**src/rtl/frame_loader.sv**
```systemverilog
// Packs twelve 32-bit stream words into a 384-bit frame for the slicer, first word in the MSBs.
// Define FRAME_LOADER_DOUBLE_BUFFER_EN to add a shadow buffer that fills while the slicer runs.
module frame_loader (
    input  logic         clk,
    input  logic         rst,
    input  logic [31:0]  i_tdata,
    input  logic         i_tvalid,
    output logic         o_tready,
    input  logic         i_tlast,
    input  logic         i_code_rate,
    output logic         o_code_rate,
    output logic [383:0] o_data_frame,
    output logic         o_en_s,
    input  logic         i_ood,
    output logic         o_last_frame
);
    // state | meaning
    // IDLE  | one cycle after reset
    // FILL  | accepting words into the frame
    // RUN   | frame held for the slicer, o_en_s high
    // DONE  | slicer finished, one-cycle turnaround
    typedef enum logic [1:0] {IDLE, FILL, RUN, DONE} state_t;

    // Code rate encoding: 0 = rate 2, 1 = rate 3.
    localparam logic       CODE_RATE_2 = 1'b0;
    localparam int         WORDS       = 12;
    localparam logic [3:0] LAST_IDX    = 4'd11;

    state_t       state_q, state_d;
    logic [3:0]   cnt_q, cnt_d;
    logic [383:0] frame_q, frame_d;
    logic         rate_q, rate_d;
    logic         last_q, last_d;

`ifdef FRAME_LOADER_DOUBLE_BUFFER_EN
    logic [383:0] sh_frame_q, sh_frame_d;
    logic [3:0]   sh_cnt_q, sh_cnt_d;
    logic         sh_rate_q, sh_rate_d;
    logic         sh_last_q, sh_last_d;
    logic         sh_full_q, sh_full_d;
`endif

    function automatic logic [383:0] put_word(input logic [383:0] base,
                                              input logic [3:0]   idx,
                                              input logic [31:0]  word);
        logic [383:0] res;
        res = base;
        for (int k = 0; k < WORDS; k++) begin
            if (idx == 4'(k)) res[383 - 32*k -: 32] = word;
        end
        return res;
    endfunction

    always_comb begin
        state_d  = state_q;
        cnt_d    = cnt_q;
        frame_d  = frame_q;
        rate_d   = rate_q;
        last_d   = last_q;
        o_tready = 1'b0;
`ifdef FRAME_LOADER_DOUBLE_BUFFER_EN
        sh_frame_d = sh_frame_q;
        sh_cnt_d   = sh_cnt_q;
        sh_rate_d  = sh_rate_q;
        sh_last_d  = sh_last_q;
        sh_full_d  = sh_full_q;
        if ((state_q == RUN || state_q == DONE) && i_tvalid && !sh_full_q) begin
            sh_frame_d = put_word((sh_cnt_q == 4'd0) ? '0 : sh_frame_q, sh_cnt_q, i_tdata);
            if (sh_cnt_q == 4'd0) sh_rate_d = i_code_rate;
            sh_cnt_d = sh_cnt_q + 4'd1;
            if (i_tlast) sh_last_d = 1'b1;
            if (i_tlast || sh_cnt_q == LAST_IDX) sh_full_d = 1'b1;
        end
`endif
        case (state_q)
            IDLE: begin
                state_d = FILL;
                cnt_d   = '0;
            end
            FILL: begin
                o_tready = 1'b1;
                if (i_tvalid) begin
                    // Clearing on word 0 provides the zero fill for short packets.
                    frame_d = put_word((cnt_q == 4'd0) ? '0 : frame_q, cnt_q, i_tdata);
                    if (cnt_q == 4'd0) rate_d = i_code_rate;
                    cnt_d = cnt_q + 4'd1;
                    if (i_tlast) last_d = 1'b1;
                    if (i_tlast || cnt_q == LAST_IDX) state_d = RUN;
                end
            end
            RUN: begin
`ifdef FRAME_LOADER_DOUBLE_BUFFER_EN
                o_tready = !sh_full_q;
`endif
                if (i_ood) state_d = DONE;
            end
            DONE: begin
                state_d = FILL;
                cnt_d   = '0;
                last_d  = 1'b0;
`ifdef FRAME_LOADER_DOUBLE_BUFFER_EN
                o_tready = !sh_full_q;
                if (sh_full_d) begin
                    state_d = RUN;
                    frame_d = sh_frame_d;
                    rate_d  = sh_rate_d;
                    last_d  = sh_last_d;
                end else if (sh_cnt_d != 4'd0) begin
                    frame_d = sh_frame_d;
                    rate_d  = sh_rate_d;
                    cnt_d   = sh_cnt_d;
                end
                sh_cnt_d  = '0;
                sh_full_d = 1'b0;
                sh_last_d = 1'b0;
`endif
            end
            default: state_d = IDLE;
        endcase
    end

    always_ff @(posedge clk or posedge rst) begin
        if (rst) begin
            state_q <= IDLE;
            cnt_q   <= '0;
            frame_q <= '0;
            rate_q  <= CODE_RATE_2;
            last_q  <= 1'b0;
        end else begin
            state_q <= state_d;
            cnt_q   <= cnt_d;
            frame_q <= frame_d;
            rate_q  <= rate_d;
            last_q  <= last_d;
        end
    end

`ifdef FRAME_LOADER_DOUBLE_BUFFER_EN
    always_ff @(posedge clk or posedge rst) begin
        if (rst) begin
            sh_frame_q <= '0;
            sh_cnt_q   <= '0;
            sh_rate_q  <= CODE_RATE_2;
            sh_last_q  <= 1'b0;
            sh_full_q  <= 1'b0;
        end else begin
            sh_frame_q <= sh_frame_d;
            sh_cnt_q   <= sh_cnt_d;
            sh_rate_q  <= sh_rate_d;
            sh_last_q  <= sh_last_d;
            sh_full_q  <= sh_full_d;
        end
    end
`endif

    assign o_en_s       = (state_q == RUN);
    assign o_data_frame = frame_q;
    assign o_code_rate  = rate_q;
    assign o_last_frame = last_q;

endmodule

```
**config.mk**
```make
export PLATFORM = sky130hd
export DESIGN_NAME = frame_loader
export DESIGN_NICKNAME = d
export VERILOG_FILES = /design/src/rtl/frame_loader.sv
export SDC_FILE = /design/constraint.sdc
export NUM_CORES = 1
export LEC_CHECK = 0
export BUFFER_PORTS_ARGS = -buffer_cell sky130_fd_sc_hd__clkbuf_2
export CAP_MARGIN = 40
export CELL_PAD_IN_SITES_DETAIL_PLACEMENT = 0
export CELL_PAD_IN_SITES_GLOBAL_PLACEMENT = 1
export CORE_MARGIN = 4
export CORE_UTILIZATION = 40
export DETAILED_ROUTE_END_ITERATION = 10
export PLACE_DENSITY_LB_ADDON = 0.1
export REMOVE_ABC_BUFFERS = 1
export SETUP_SLACK_MARGIN = 0.5
export SLEW_MARGIN = 10
export SYNTH_ARGS = -nofsm -noshare
export SYNTH_HDL_FRONTEND = slang
export SYNTH_SLANG_ARGS = --single-unit
```
**constraint.sdc**
```tcl
create_clock -name clk -period 13.45 [get_ports clk]
set_clock_uncertainty 0.15 [all_clocks]
set_input_delay 0 -clock clk [delete_from_list [all_inputs] [get_ports clk]]
set_output_delay 0 -clock clk [all_outputs]
set_load 0.01 [all_outputs]
```
==> results.yml <==
die:
  io_pins: 426
  start_util: 0.405
  core-area_um2: 41900
  floorplan.die.height_um: 214
  fp.dieArea_um2: 45900
  std_cell_rows: 75
  die-width_um: 214
clocking:
  post_cts_resized: 0
  tritoncts.num_buffers: 46
  clockRootBuffer: "clkbuf_16"
  cts-root-to-sink-buffers: 3
  clk_pin_slew_ns: 0.06
  tritoncts_clock_tree: "yes"
  clock-sinks: 392
  worst_skew_pair.late_latency_ns: 0.57
  h-tree-depth: 2
sta:
  slew_headroom: 0.314
  max_slew.worst_pin.slew_ns: 1.03
  maximum_clock_frequency_mhz: 315
  rsz0062_at_grt: "no"
  finalSetupTns_ns: 0
  finalSetupViolations: 0
  finalHoldViolCount: 0
  period_minus_slack_ns: 3.18
  finalMaxSlewViolations: 0
  final_min_period_over_clock_period: 0.236
final_layout:
  nets: 2075
  insertedDiodeCount: 0
  share_of_layout_cells_above_drive_strength_1: 0.278
  syn_to_final_growth_pct: 25.9
  fin_util: 0.510
  final_common_cell: "clkbuf_2"
  nFillCells: 3930
  finish.cell_count_without_fillers: 2600
  final_cell_mix: "clkbuf_2, dfrtp_1, nand2_1"
placement:
  portBuffers: 425
  finalWeightedCongestion: 0.771
  place.detailed.instances: 2480
  dp_hpwl_um: 38800
drt:
  detail_route.vias_per_cell: 4.91
  wl_per_cell_um: 22.4
  first_pass_iters: 6
  ant_nets: 0
  route.final.wire_length_um: 58300
  violation_count_after_the_first_detailed_route_iteration: 828
  route.vias.total: 12800
  drcViolationCount: 0
setup_path:
  r2r_start: "cnt_q[0]"
  timing_worst_setup_path_type: "reg2reg"
  r2r-end: "o_data_frame[173]"
  worst_ep_arrival_time_ns: 3.51
  setup.worst_path.start_class: "register"
  crit_path_max_fanout: 37
  r2r_slack_ns: 10.27
  critical_path.endpoint_type: "register"
  reg2regPathDepth: 6
  worst-endpoint-required_ns: 13.79
worst_hold_path:
  hold_path_class: "in2reg"
  hold_startpoint: "i_code_rate"
  depth_of_the_worst_hold_timing_path: 3
  holdPathEnd: "o_code_rate"
run_status:
  run_status: "finished, final reports clean"
global_route:
  globalRoute.totalOverflow: 0
  grt_max_degree: 174
  grt_antenna_before_repair: 0
  grt_pass1_wl_um: 87900
  first_global_vias: 13000
  grt_util_all_layers: 0.250
synth:
  syn-instance-count: 1623
  syn_area_um2: 17000
  synth_async_sr_flop_share: 1.00
  synth-warning-count: 0
  synth.yosys.seq_area_share: 0.577
  mean_instance_size_in_the_synthesized_netlist_um2: 10.5
  count_of_unique_library_cells_instantiated_by_yosys: 34
  synth_edf_count: 0
  ys_seq_elements: 392
  ys.flop_type: "dfrtp_1"
power:
  cellPowerDensity_nw_per_um2: 205
  ir_drop_mv: 0.0875
  power_leakage_nw: 10.0
flow_run:
  maxCapViolCount: 0
-- critical path, stage by stage (launching register included) --
cell and delay [ns]:
dfrtp_1 0.43, inv_1 0.11, ha_2 0.74, nand2_1 0.21, a21oi_4 0.71, buf_4 0.48, mux2i_1 0.25
-- flip-flops by register name, indices dropped and copies added, names as in the netlist --
name / cells
cnt_q: 4
o_code_rate: 1
o_data_frame: 384
o_last_frame: 1
state_q: 2
-- cell type report --
class,count,area [µm²],area share
sequential,392,9810,0.458
inverter,295,1110,0.0521
tap,539,674,0.0315
multi-input combinational,802,5450,0.255
timing repair buffer,491,2910,0.136
clock buffer,69,1360,0.0636
clock inverter,12,91.3,0.00427
-- how the worst max path moves through the flow --
stage / slack, ns / end / depth (start not counted) / from
6_report: 10.27 / o_data_frame[173] / 6 / cnt_q[0]
5_1_grt: 10.09 / o_data_frame[180] / 6 / cnt_q[0]
4_1_cts: 10.26 / o_data_frame[173] / 6 / cnt_q[0]
3_5_place_dp: 10.29 / o_data_frame[163] / 6 / cnt_q[0]
3_3_place_gp: 10.33 / o_data_frame[170] / 6 / cnt_q[0]
2_1_floorplan: 2.40 / cnt_q[0] / 1 / rst
-- synthesized netlist by cell type, drive strengths merged, types with 3 or more instances --
master    n  area share
dfrtp   392        0.58
inv     295       0.065
nand2   295       0.065
mux2i   226        0.13
o21ai   102       0.030
buf      69       0.026
clkbuf   65       0.014
nand4    64       0.024
mux2     33       0.022
a22o     32       0.016
ha        9      0.0066
a21oi     7      0.0047
and3b     6      0.0031
nand3b    5      0.0022
nand2b    3      0.0011
nand3     3      0.0012
o211a     3      0.0018
-- per-layer routing --
| layer | vias to the layer above | GRT usage | part of all wire |
|---|---|---|---|
| li1 | 5954 | - | - |
| met1 | 6360 | 0.339 | 0.44 |
| met2 | 370 | 0.414 | 0.48 |
| met3 | 76 | 0.0574 | 0.057 |
| met4 | 0 | 0.0590 | 0.025 |
| met5 | - | 0 | 0 |
-- cell families after synthesis --
family                   Yosys count  share of synthesized area
multiplexers                     259                      0.155
AO/OA/AOI/OAI                    148                     0.0550
adder cells (fa/ha/maj)            9                    0.00662
flip-flops                       392                      0.577
buffers and inverters            429                      0.106
AND/OR/NAND/NOR                  386                      0.100
-- through the flow --
stage	hold slack, ns	power (mW)	area, µm²	setup WS (ns)
after global placement	0.00839	3.16	19300	10.33
final	0.0668	4.40	21400	10.27
after CTS	0.0395	4.45	21400	10.26
after floorplan	-0.0182	2.46	16300	2.40
after detailed placement	0.0128	3.21	19600	10.29
after global routing	0.0625	4.64	21400	10.09
-- timing repair --
action	in CTS	in global routing
buffers inserted	0	0
hold endpoints to repair	485	0
hold buffers	39	0
-- report_power, final --
part | internal (mW) | switching [mW] | total [mW]
clock network | 0.716 | 0.498 | 1.21
logic | 0.549 | 0.953 | 1.50
registers | 1.50 | 0.185 | 1.68
(Power assumes the default switching activity.)
